### config.mk
export PLATFORM = sky130hd
export DESIGN_NAME = tlp_dword_fifo
export DESIGN_NICKNAME = d
export VERILOG_FILES = /design/src/rtl/tlp_dword_fifo_pkg.sv /design/src/rtl/tlp_dword_fifo_up_down_counter.sv /design/src/rtl/tlp_dword_fifo.sv
export SDC_FILE = /design/constraint.sdc
export NUM_CORES = 1
export LEC_CHECK = 0
export CELL_PAD_IN_SITES_DETAIL_PLACEMENT = 2
export CELL_PAD_IN_SITES_GLOBAL_PLACEMENT = 2
export CORE_MARGIN = 2
export CORE_UTILIZATION = 53
export DETAILED_ROUTE_END_ITERATION = 16
export MAX_ROUTING_LAYER = met4
export PLACE_DENSITY_LB_ADDON = 0.1
export SYNTH_ARGS = -nofsm -noshare
export SYNTH_HDL_FRONTEND = slang
export SYNTH_SLANG_ARGS = --single-unit
### constraint.sdc
create_clock -name clk -period 8.6 [get_ports clk]
set_clock_uncertainty 0.1 [all_clocks]
set_input_delay 1.72 -clock clk [delete_from_list [all_inputs] [get_ports clk]]
set_output_delay 1.72 -clock clk [all_outputs]
set_load 0.005 [all_outputs]
### src/rtl/tlp_dword_fifo_pkg.sv
// Shared constants for the TLP receive path: DWORD width and FIFO sizing defaults.
package tlp_dword_fifo_pkg;

   localparam int unsigned TLP_DW_WIDTH  = 32;
   localparam int unsigned FIFO_DEPTH    = 16;
   localparam int unsigned FIFO_AW       = 4;
   localparam int unsigned FIFO_AF_LEVEL = 12;

endpackage

### src/rtl/tlp_dword_fifo_up_down_counter.sv
// Generic up/down counter: counts by one in the direction of 'up' when enabled.
module up_down_counter #(
   parameter int unsigned WIDTH = 8
) (
   input  logic             clk,
   input  logic             reset,
   input  logic             enable,
   input  logic             up,
   output logic [WIDTH-1:0] count
);

   // Count register with synchronous active-high reset.
   always_ff @(posedge clk) begin
      if (reset) begin
         count <= '0;
      end else if (enable) begin
         if (up) count <= count + 1'b1;
         else    count <= count - 1'b1;
      end
   end

endmodule

### src/rtl/tlp_dword_fifo.sv
// Show-ahead DWORD FIFO in front of the TLP detector, valid/ready on both sides.
module tlp_dword_fifo
   import tlp_dword_fifo_pkg::*;
#(
   parameter int unsigned WIDTH    = TLP_DW_WIDTH,
   parameter int unsigned DEPTH    = FIFO_DEPTH,
   parameter int unsigned AW       = FIFO_AW,
   parameter int unsigned AF_LEVEL = FIFO_AF_LEVEL
) (
   input  logic             clk,
   input  logic             reset,
   input  logic             wr_valid,
   input  logic [WIDTH-1:0] wr_data,
   output logic             wr_ready,
   output logic             rd_valid,
   output logic [WIDTH-1:0] rd_data,
   input  logic             rd_ready,
   output logic [AW:0]      count,
   output logic             full,
   output logic             empty,
   output logic             almost_full,
   output logic             ovf_err
);

   localparam logic [AW:0] FULL_LVL = (AW+1)'(DEPTH);
   localparam logic [AW:0] AF_LVL   = (AW+1)'(AF_LEVEL);

   logic [WIDTH-1:0] mem [DEPTH];
   logic [AW-1:0]    wr_ptr;
   logic [AW-1:0]    rd_ptr;
   logic             push;
   logic             pop;

   // Status decode and handshake qualification, all from the registered count.
   always_comb begin
      full        = (count == FULL_LVL);
      empty       = (count == '0);
      almost_full = (count >= AF_LVL);
      wr_ready    = ~full;
      rd_valid    = ~empty;
      push        = wr_valid & wr_ready & ~reset;
      pop         = rd_valid & rd_ready & ~reset;
      rd_data     = mem[rd_ptr];
   end

   // Occupancy counter: a simultaneous push and pop cancel out.
   up_down_counter #(
      .WIDTH (AW+1)
   ) u_count (
      .clk    (clk),
      .reset  (reset),
      .enable (push ^ pop),
      .up     (push),
      .count  (count)
   );

   // Pointer registers; power-of-two depth gives natural wrap.
   always_ff @(posedge clk) begin
      if (reset) begin
         wr_ptr <= '0;
         rd_ptr <= '0;
      end else begin
         if (push) wr_ptr <= wr_ptr + 1'b1;
         if (pop)  rd_ptr <= rd_ptr + 1'b1;
      end
   end

   // Storage write; contents are intentionally not reset.
   always_ff @(posedge clk) begin
      if (push) mem[wr_ptr] <= wr_data;
   end

   // Sticky overflow flag: any write attempt while full, word is dropped.
   always_ff @(posedge clk) begin
      if (reset)                ovf_err <= 1'b0;
      else if (wr_valid & full) ovf_err <= 1'b1;
   end

endmodule

==> summary.md, run 1 <==
| Metric | Value |
|---|---|
| Std-Cell Rows | 71 |
| Area share of the leading cell type in the synthesized netlist | between 70% and 80% |
| Distinct cells, synth | 34 |
| Sequential element share of the synthesized area | between 70 and 80% |
| Synth top cells by count | sky130_fd_sc_hd__edfxtp_1, sky130_fd_sc_hd__mux4_2, sky130_fd_sc_hd__mux4_1 |
| Post-synthesis cell count | about 830 |
| Cell with the most instances after synthesis | sky130_fd_sc_hd__edfxtp_1 |
| IO Count | 79 |
| Number of port buffers | between 70 and 80 |
| HPWL after detailed placement | slightly below 30 mm |
| Post-synthesis net count | 880 |
| Ranking of synthesized cells by area | sky130_fd_sc_hd__edfxtp_1, sky130_fd_sc_hd__mux4_2, sky130_fd_sc_hd__mux4_1 |
| Number of flops mapped to enable cells by yosys | a little over 500 |
| Post-synth top area cell | sky130_fd_sc_hd__edfxtp_1 |
| Fail Step | detailed placement |
| Final RePlAce weighted congestion | approximately 0.74 |
| Run Error | [ERROR DPL-0033] detailed placement checks failed during check placement. |
| Asr flop ratio synth | 0% |
| Average instance area after synthesis | around 25 um2 |
| Yosys warning total | 0 |
| Height of the chip | between 200 and 250 um |
| Result of the run | aborted with a tool error |
| Netlist Area Pre-Place | about 20,000 um2 |
| Initial Util | 54.0% |
| Most used DFF post-synth | sky130_fd_sc_hd__edfxtp_1 |
| DIE WIDTH | around 200 um |
| Flip-flop and latch count after synthesis | between 500 and 600 |
## kinds of logic after synthesis
logic type,after synthesis,share of synthesized area [%]
buffers and inverters,49,1.51
DFF,530,77.0
adders and majority gates,10,0.649
xor gates and xnor gates,8,0.343
AOI/OAI and AO/OA,14,0.429
and+or+nand+nor,59,1.32
muxes,164,18.7
## through the flow
stage          worst slack (ns)  cell area, um2
3_3_place_gp               3.42           21900
2_1_floorplan              3.29           20400
==> run 2: changes to the inputs <==
==> config.mk (replaced) <==
export PLATFORM = sky130hd
export DESIGN_NAME = tlp_dword_fifo
export DESIGN_NICKNAME = d
export VERILOG_FILES = /design/src/rtl/tlp_dword_fifo_pkg.sv /design/src/rtl/tlp_dword_fifo_up_down_counter.sv /design/src/rtl/tlp_dword_fifo.sv
export SDC_FILE = /design/constraint.sdc
export NUM_CORES = 1
export LEC_CHECK = 0
export CORE_MARGIN = 2
export CORE_UTILIZATION = 40
export DETAILED_ROUTE_END_ITERATION = 16
export PLACE_DENSITY_LB_ADDON = 0.15
export SYNTH_ARGS = -nofsm -noshare
export SYNTH_HDL_FRONTEND = slang
export SYNTH_SLANG_ARGS = --single-unit
==> summary.md, run 2 <==
| Metric | Value |
|---|---|
| Result of the run | completed |
| Max-slew headroom at the worst pin | 39.4% |
| Critical Path RT | roughly 6.8 ns |
| Flip-flop count of the largest register, all copies and words added | 512 |
| Post-synthesis cell count | around 830 |
| Number of port buffers | 78 |
| Yosys warning total | 0 |
| Placed cell count | ~1,600 |
| Largest Register | mem |
| DR DRC count | 0 |
| Std-Cell Rows | ~80 |
| Startpoint types | register |
| Setup slack on the worst flop-to-flop path | around 5.8 ns |
| Net count of the finished layout | 998 |
| Pwr/cell area | approximately 280 nW/um2 |
| Wire length of the first global-routing pass | approximately 64 mm |
| Setup repair after global routing missed its margin | false |
| Fin cells | ~1,700 |
| Startpoint of the lowest-slack register-to-register path | u_count.count[2]$_SDFFE_PP0P_ |
| Pins over their slew limit | 0 |
| Global router's overall resource usage | roughly 17% |
| Bufs and invs on worst path | 2 |
| Arrival time reported for the critical path endpoint | between 3 and 4 ns |
| Height of the chip | 230 um |
| Post-synth top area cell | sky130_fd_sc_hd__edfxtp_1 |
| Synth top cells by count | sky130_fd_sc_hd__edfxtp_1, sky130_fd_sc_hd__mux4_2, sky130_fd_sc_hd__mux4_1 |
| Overflow left after global routing | 0 |
| Area of combinational cells with multiple inputs | between 4000 and 5000 um2 |
| Number of flops mapped to enable cells by yosys | between 500 and 600 |
| Most used DFF post-synth | sky130_fd_sc_hd__edfxtp_1 |
| Clock tree from TritonCTS | built |
| Cell depth of the worst hold path | 2 |
| Ranking of synthesized cells by area | sky130_fd_sc_hd__edfxtp_1, sky130_fd_sc_hd__mux4_2, sky130_fd_sc_hd__mux4_1 |
| Area share of the leading cell type in the synthesized netlist | between 70 and 80% |
| DIE WIDTH | 230 um |
| Post-CTS Resized | 0 |
| Insertion delay of the later-clocked pin in the worst-skew pair | ~0.59 ns |
| Vias | around 9,000 |
| HPWL after detailed placement | ~22 mm |
| IR Drop Worst-Case VDD | 0.223 mV |
| Placeable core region | 50,300 um2 |
| Clk pin slew, worst setup/hold paths | ~0.060 ns |
| Layout overhead on the synthesized area | 17.5% |
| Highest fanout seen on the critical path | 92 |
| Post-synthesis net count | 880 |
| H-tree depth | 2 |
| Lkg Pwr | ~7.4 nW |
| Clock root buffer master | sky130_fd_sc_hd__clkbuf_16 |
| Launch point of the worst hold path | ovf_err$_SDFFE_PP0P_ |
| Remaining antenna violation count | 0 |
| Initial antenna violation count | 1 |
| Starting DRC count in detailed routing | roughly 750 |
| Final hold violation count | 0 |
| Number of search-and-repair iterations in the first detailed-routing pass | 5 |
| Sequential element share of the synthesized area | between 70% and 80% |
| Cell-by-cell trace of the critical path | buf_12 -> mux4_1 -> mux4_2 -> clkdlybuf4s50_1 |
| Pin count of the biggest net entering global routing | 93 |
| Worst Reg2Reg Path Length in Cells | 6 |
| Fin crit period | 5.67 ns |
| Fraction of final layout cells with drive strength greater than 1 | between 20 and 25% |
| Most common cell after layout, fill and taps aside | sky130_fd_sc_hd__edfxtp_1 |
| Nature of the critical path endpoint | output port |
| Largest registers | mem: 512 flops, u_count.count: 5 flops |
| Layout fillers | 4,140 |
| Most frequent cells in the layout | sky130_fd_sc_hd__edfxtp_1, sky130_fd_sc_hd__mux4_2, sky130_fd_sc_hd__clkdlybuf4s50_1 |
| Post-CTS setup-driven buffer insertion count | 0 |
| Delay of the slowest cell on the worst path | ~0.8 ns |
| Crit Path Category | register to output port |
| Maximum buffer depth of the clock tree | 3 |
| Destination of the worst register-to-register timing path | mem[15][21]$_DFFE_PP_ |
| Total routed wirelength | between 40 and 50 mm |
| Count of hold-fix buffers inserted at cts | 0 |
| Slew of the pin with the lowest slew margin | a little over 0.9 ns |
| Kind of cell adding the most delay to the critical path | multiplexers |
| Netlist Area Pre-Place | between 20,000 and 25,000 um2 |
| Asr flop ratio synth | 0% |
| Share of the clock period used by the worst path | approximately 66% |
| Detail-routed net length per standard cell | between 20 and 30 um |
| Reg area | around 16,000 um2 |
| IO Count | 79 |
| Initial Util | between 40% and 50% |
| Clock Sinks | 530 |
| Distinct cells, synth | 34 |
| Die outline area | around 53,000 um2 |
| Detailed-route vias per instance | between 5 and 6 |
| Hold Crit Endpoint | ovf_err$_SDFFE_PP0P_ |
| Total negative slack for setup checks | 0 ns |
| Number of endpoints failing setup at the final stage | 0 |
| Number of global-route vias before repair | 9,261 |
| Cell with the most instances after synthesis | sky130_fd_sc_hd__edfxtp_1 |
| Number of buffers added by the clock tree synthesis step | 55 |
| Final RePlAce weighted congestion | between 0.6 and 0.7 |
| Master of the slowest instance on the critical path | sky130_fd_sc_hd__dfxtp_4 |
| Count of maximum capacitance violations | 0 |
| Maximum operating frequency | roughly 180 MHz |
| Path type of the worst min-delay path | register to register |
| Average instance area after synthesis | about 25 um2 |
| ANT cells | 0 |
| Flip-flop and latch count after synthesis | between 500 and 600 |
[run 2: power breakdown]
group          switching [W]  internal, W  leakage, nW
combinational       0.000465     0.000700         1.73
clock               0.000976      0.00151        0.936
sequential         0.0000998      0.00289         4.76
[run 2: worst reg2reg max path, cell delays in order (launching register included)]
cell and delay [ns]:
sky130_fd_sc_hd__dfxtp_1 0.47, sky130_fd_sc_hd__nor4_2 0.14, sky130_fd_sc_hd__a21oi_2 0.15, sky130_fd_sc_hd__buf_4 0.19
sky130_fd_sc_hd__nand2_1 0.27, sky130_fd_sc_hd__nor2_4 0.68, sky130_fd_sc_hd__buf_4 0.48
[run 2: worst max-delay path by stage]
stage / cells past startpoint / slack, ns / to
2_1_floorplan: 5 / 3.29 / mem[3][0]$_DFFE_PP_
4_1_cts: 4 / 2.83 / rd_data[23]
3_5_place_dp: 4 / 3.49 / rd_data[23]
3_3_place_gp: 4 / 3.46 / rd_data[23]
5_1_grt: 4 / 2.69 / rd_data[2]
6_report: 4 / 2.93 / rd_data[23]
[run 2: cell type report]
cell class | instances | area share [%]
multi-input combinational | 255 | 18.8
sequential | 530 | 65.6
tap | 672 | 3.50
inverter | 7 | 0.109
clock inverter | 32 | 1.63
clock buffer | 70 | 6.31
timing repair buffer | 103 | 4.09
[run 2: metrics by stage]
step / hold WS (ns) / utilization (%) / setup WS [ns] / power, W / cell area [um2]
after CTS: 0.387 / 47.7 / 2.83 / 0.00673 / 24000
final: 0.375 / 47.7 / 2.93 / 0.00664 / 24000
after detailed placement: 0.373 / 44.0 / 3.49 / 0.00424 / 22100
after global routing: 0.407 / 47.7 / 2.69 / 0.00690 / 24000
after global placement: 0.355 / 44.0 / 3.46 / 0.00424 / 22100
after floorplan: 0.359 / - / 3.29 / 0.00385 / 20400
[run 2: cells by family after synthesis]
kind of cell,after synthesis,synth area share [%]
and+or+nand+nor,59,1.32
xor gates and xnor gates,8,0.343
AOI/OAI and AO/OA,14,0.429
DFF,530,77.0
adders and majority gates,10,0.649
buffers and inverters,49,1.51
muxes,164,18.7
[run 2: layer usage]
metal  vias to the layer above  share of wire [%]  global-route usage, %
met4                         2                1.5                   3.53
met2                       210                 49                   27.0
met5                         -              0.037                      0
met3                        50                5.2                   3.70
li1                       3856                  -                      -
met1                      4844                 44                   23.7
Note: power is estimated with default switching activity, not from simulation.
==> run 3: changes to the inputs <==
==> constraint.sdc (replaced) <==
create_clock -name clk -period 4.65 [get_ports clk]
set_clock_uncertainty 0.1 [all_clocks]
set_input_delay 0.93 -clock clk [delete_from_list [all_inputs] [get_ports clk]]
set_output_delay 0.93 -clock clk [all_outputs]
set_load 0.005 [all_outputs]
==> summary.md, run 3 (synthesized netlist as in run 2, its figures left out) <==
| Metric | Value |
|---|---|
| Nature of the critical path endpoint | output port |
| Pwr/cell area | between 500 and 600 nW/um2 |
| Insertion delay of the later-clocked pin in the worst-skew pair | 0.59 ns |
| Remaining antenna violation count | 0 |
| Cell depth of the worst hold path | 2 |
| Layout fillers | 4,122 |
| Post-CTS setup-driven buffer insertion count | 0 |
| HPWL after detailed placement | roughly 24 mm |
| Slew of the pin with the lowest slew margin | 0.939 ns |
| DR DRC count | 0 |
| Path type of the worst min-delay path | register to register |
| Clock root buffer master | sky130_fd_sc_hd__clkbuf_16 |
| Maximum operating frequency | about 240 MHz |
| Number of port buffers | just under 80 |
| Master of the slowest instance on the critical path | sky130_fd_sc_hd__mux4_1 |
| Wire length of the first global-routing pass | around 65 mm |
| Flip-flop count of the largest register, all copies and words added | approximately 500 |
| H-tree depth | 2 |
| Detail-routed net length per standard cell | about 26 um |
| Destination of the worst register-to-register timing path | u_count.count[4]$_SDFFE_PP0P_ |
| Lkg Pwr | 7.49 nW |
| Result of the run | completed |
| Most numerous cell on the critical path | sky130_fd_sc_hd__buf_12 |
| Clock Sinks | 530 |
| Total negative slack for setup checks | 0 ns |
| Largest Register | mem |
| Layout overhead on the synthesized area | 18.4% |
| Maximum buffer depth of the clock tree | 3 |
| Delay of the slowest cell on the worst path | between 0.5 and 0.6 ns |
| Cell-by-cell trace of the critical path | buf_12 -> buf_12 -> mux4_1 -> mux4_2 -> clkdlybuf4s50_1 |
| Fin crit period | 4.23 ns |
| Number of search-and-repair iterations in the first detailed-routing pass | 6 |
| Launch point of the worst hold path | ovf_err$_SDFFE_PP0P_ |
| Overflow left after global routing | 0 |
| Largest registers | mem: 512 flops, u_count.count: 5 flops |
| Vias | between 9,000 and 10,000 |
| Arrival time reported for the critical path endpoint | about 3.2 ns |
| Highest fanout seen on the critical path | 25 |
| Detailed-route vias per instance | 5.35 |
| Die outline area | ~53,000 um2 |
| IO Count | 79 |
| Worst Reg2Reg Path Length in Cells | 9 |
| Number of global-route vias before repair | around 9,600 |
| Final RePlAce weighted congestion | ~0.68 |
| Share of the clock period used by the worst path | about nine tenths |
| Setup slack on the worst flop-to-flop path | about 1.9 ns |
| Startpoint of the lowest-slack register-to-register path | u_count.count[0]$_SDFFE_PP0P_ |
| Reg area | ~16,000 um2 |
| Kind of cell adding the most delay to the critical path | multiplexers |
| Initial antenna violation count | 0 |
| Count of maximum capacitance violations | 0 |
| Clock tree from TritonCTS | built |
| Fraction of final layout cells with drive strength greater than 1 | roughly a quarter |
| Final non-filler cell area | approximately 24,000 um2 |
| Number of buffers added by the clock tree synthesis step | 55 |
| Number of endpoints failing setup at the final stage | 0 |
| Height of the chip | around 230 um |
| Net count of the finished layout | 1,015 |
| Starting DRC count in detailed routing | slightly above 600 |
| Critical Path RT | between 3 and 4 ns |
| Post-CTS Resized | 0 |
| Total routed wirelength | roughly 45 mm |
| Pins over their slew limit | 0 |
| Final hold violation count | 0 |
| Area after detailed placement | ~22,000 um2 |
| Hold Crit Endpoint | ovf_err$_SDFFE_PP0P_ |
| Initial Util | about two fifths |
| Setup repair after global routing missed its margin | false |
| DIE WIDTH | between 200 and 250 um |
| ANT cells | 0 |
| Area of combinational cells with multiple inputs | ~4500 um2 |
| Most frequent cells in the layout | sky130_fd_sc_hd__edfxtp_1, sky130_fd_sc_hd__mux4_2, sky130_fd_sc_hd__clkdlybuf4s50_1 |
| Clk pin slew, worst setup/hold paths | 0.06 ns |
| Cell count along the critical path | 5 |
| Startpoint types | register |
| Pin count of the biggest net entering global routing | between 40 and 50 |
| Bufs and invs on worst path | 3 |
| Most common cell after layout, fill and taps aside | sky130_fd_sc_hd__edfxtp_1 |
| Placeable core region | between 50,000 and 60,000 um2 |
| Global router's overall resource usage | between 15 and 20% |
| IR Drop Worst-Case VDD | 0.317 mV |
| Std-Cell Rows | slightly above 80 |
| Count of hold-fix buffers inserted at cts | 0 |
| Crit Path Category | register to output port |
| Max-slew headroom at the worst pin | between 30 and 40% |
[run 3: cell count changes in the layout (fill, tap and decap cells not counted), moves of 2 or more]
cell and change:
sky130_fd_sc_hd__buf_12 +13, sky130_fd_sc_hd__clkbuf_1 +8, sky130_fd_sc_hd__clkbuf_8 -6, sky130_fd_sc_hd__buf_4 +4, sky130_fd_sc_hd__clkinvlp_4 +4, sky130_fd_sc_hd__bufinv_16 -3
sky130_fd_sc_hd__clkinv_1 -2
[run 3: report_power, final]
| group | switching [W] | total (W) | internal, W |
|---|---|---|---|
| Sequential | 0.000120 | 0.00546 | 0.00534 |
| Combinational | 0.000958 | 0.00232 | 0.00136 |
| Clock | 0.00181 | 0.00440 | 0.00259 |
[run 3: stage by stage]
stage / hold WS (ns) / setup slack, ns / total power (W) / std cells / utilization, %
after floorplan: 0.359 / 0.131 / 0.00712 / 834 / -
after global placement: 0.357 / 0.818 / 0.00794 / 1584 / 44.5
after detailed placement: 0.366 / 0.815 / 0.00794 / 1584 / 44.5
after CTS: 0.379 / 0.359 / 0.0123 / 1688 / 48.1
after global routing: 0.434 / 0.307 / 0.0127 / 1688 / 48.1
final: 0.372 / 0.419 / 0.0122 / 1688 / 48.1
[run 3: final cells by class]
type	count	area share (%)
clock buffer	73	6.14
clock inverter	31	1.35
inverter	7	0.109
multi-input combinational	255	18.6
sequential	530	65.1
tap	672	3.47
timing repair buffer	120	5.25
[run 3: worst min-delay path: stages, from the launching register on]
cell and delay (ns):
sky130_fd_sc_hd__dfxtp_1 0.33, sky130_fd_sc_hd__a21oi_1 0.04, sky130_fd_sc_hd__nor2_1 0.07
[run 3: how the worst max path moves through the flow]
stage / from / end / slack [ns]
4_1_cts: register / rd_data[18] / 0.36
6_report: register / rd_data[18] / 0.42
3_3_place_gp: wr_valid / u_count.count[4]$_SDFFE_PP0P_ / 0.82
2_1_floorplan: reset / mem[3][0]$_DFFE_PP_ / 0.13
5_1_grt: register / rd_data[18] / 0.31
3_5_place_dp: wr_valid / mem[12][24]$_DFFE_PP_ / 0.82
[run 3: layer usage]
layer,up-vias,wire length (um),global-route usage [%]
li1,3890,-,-
met1,4916,20000,24.0
met2,178,22200,28.1
met3,51,1650,2.65
met4,0,745,4.68
met5,-,0,0
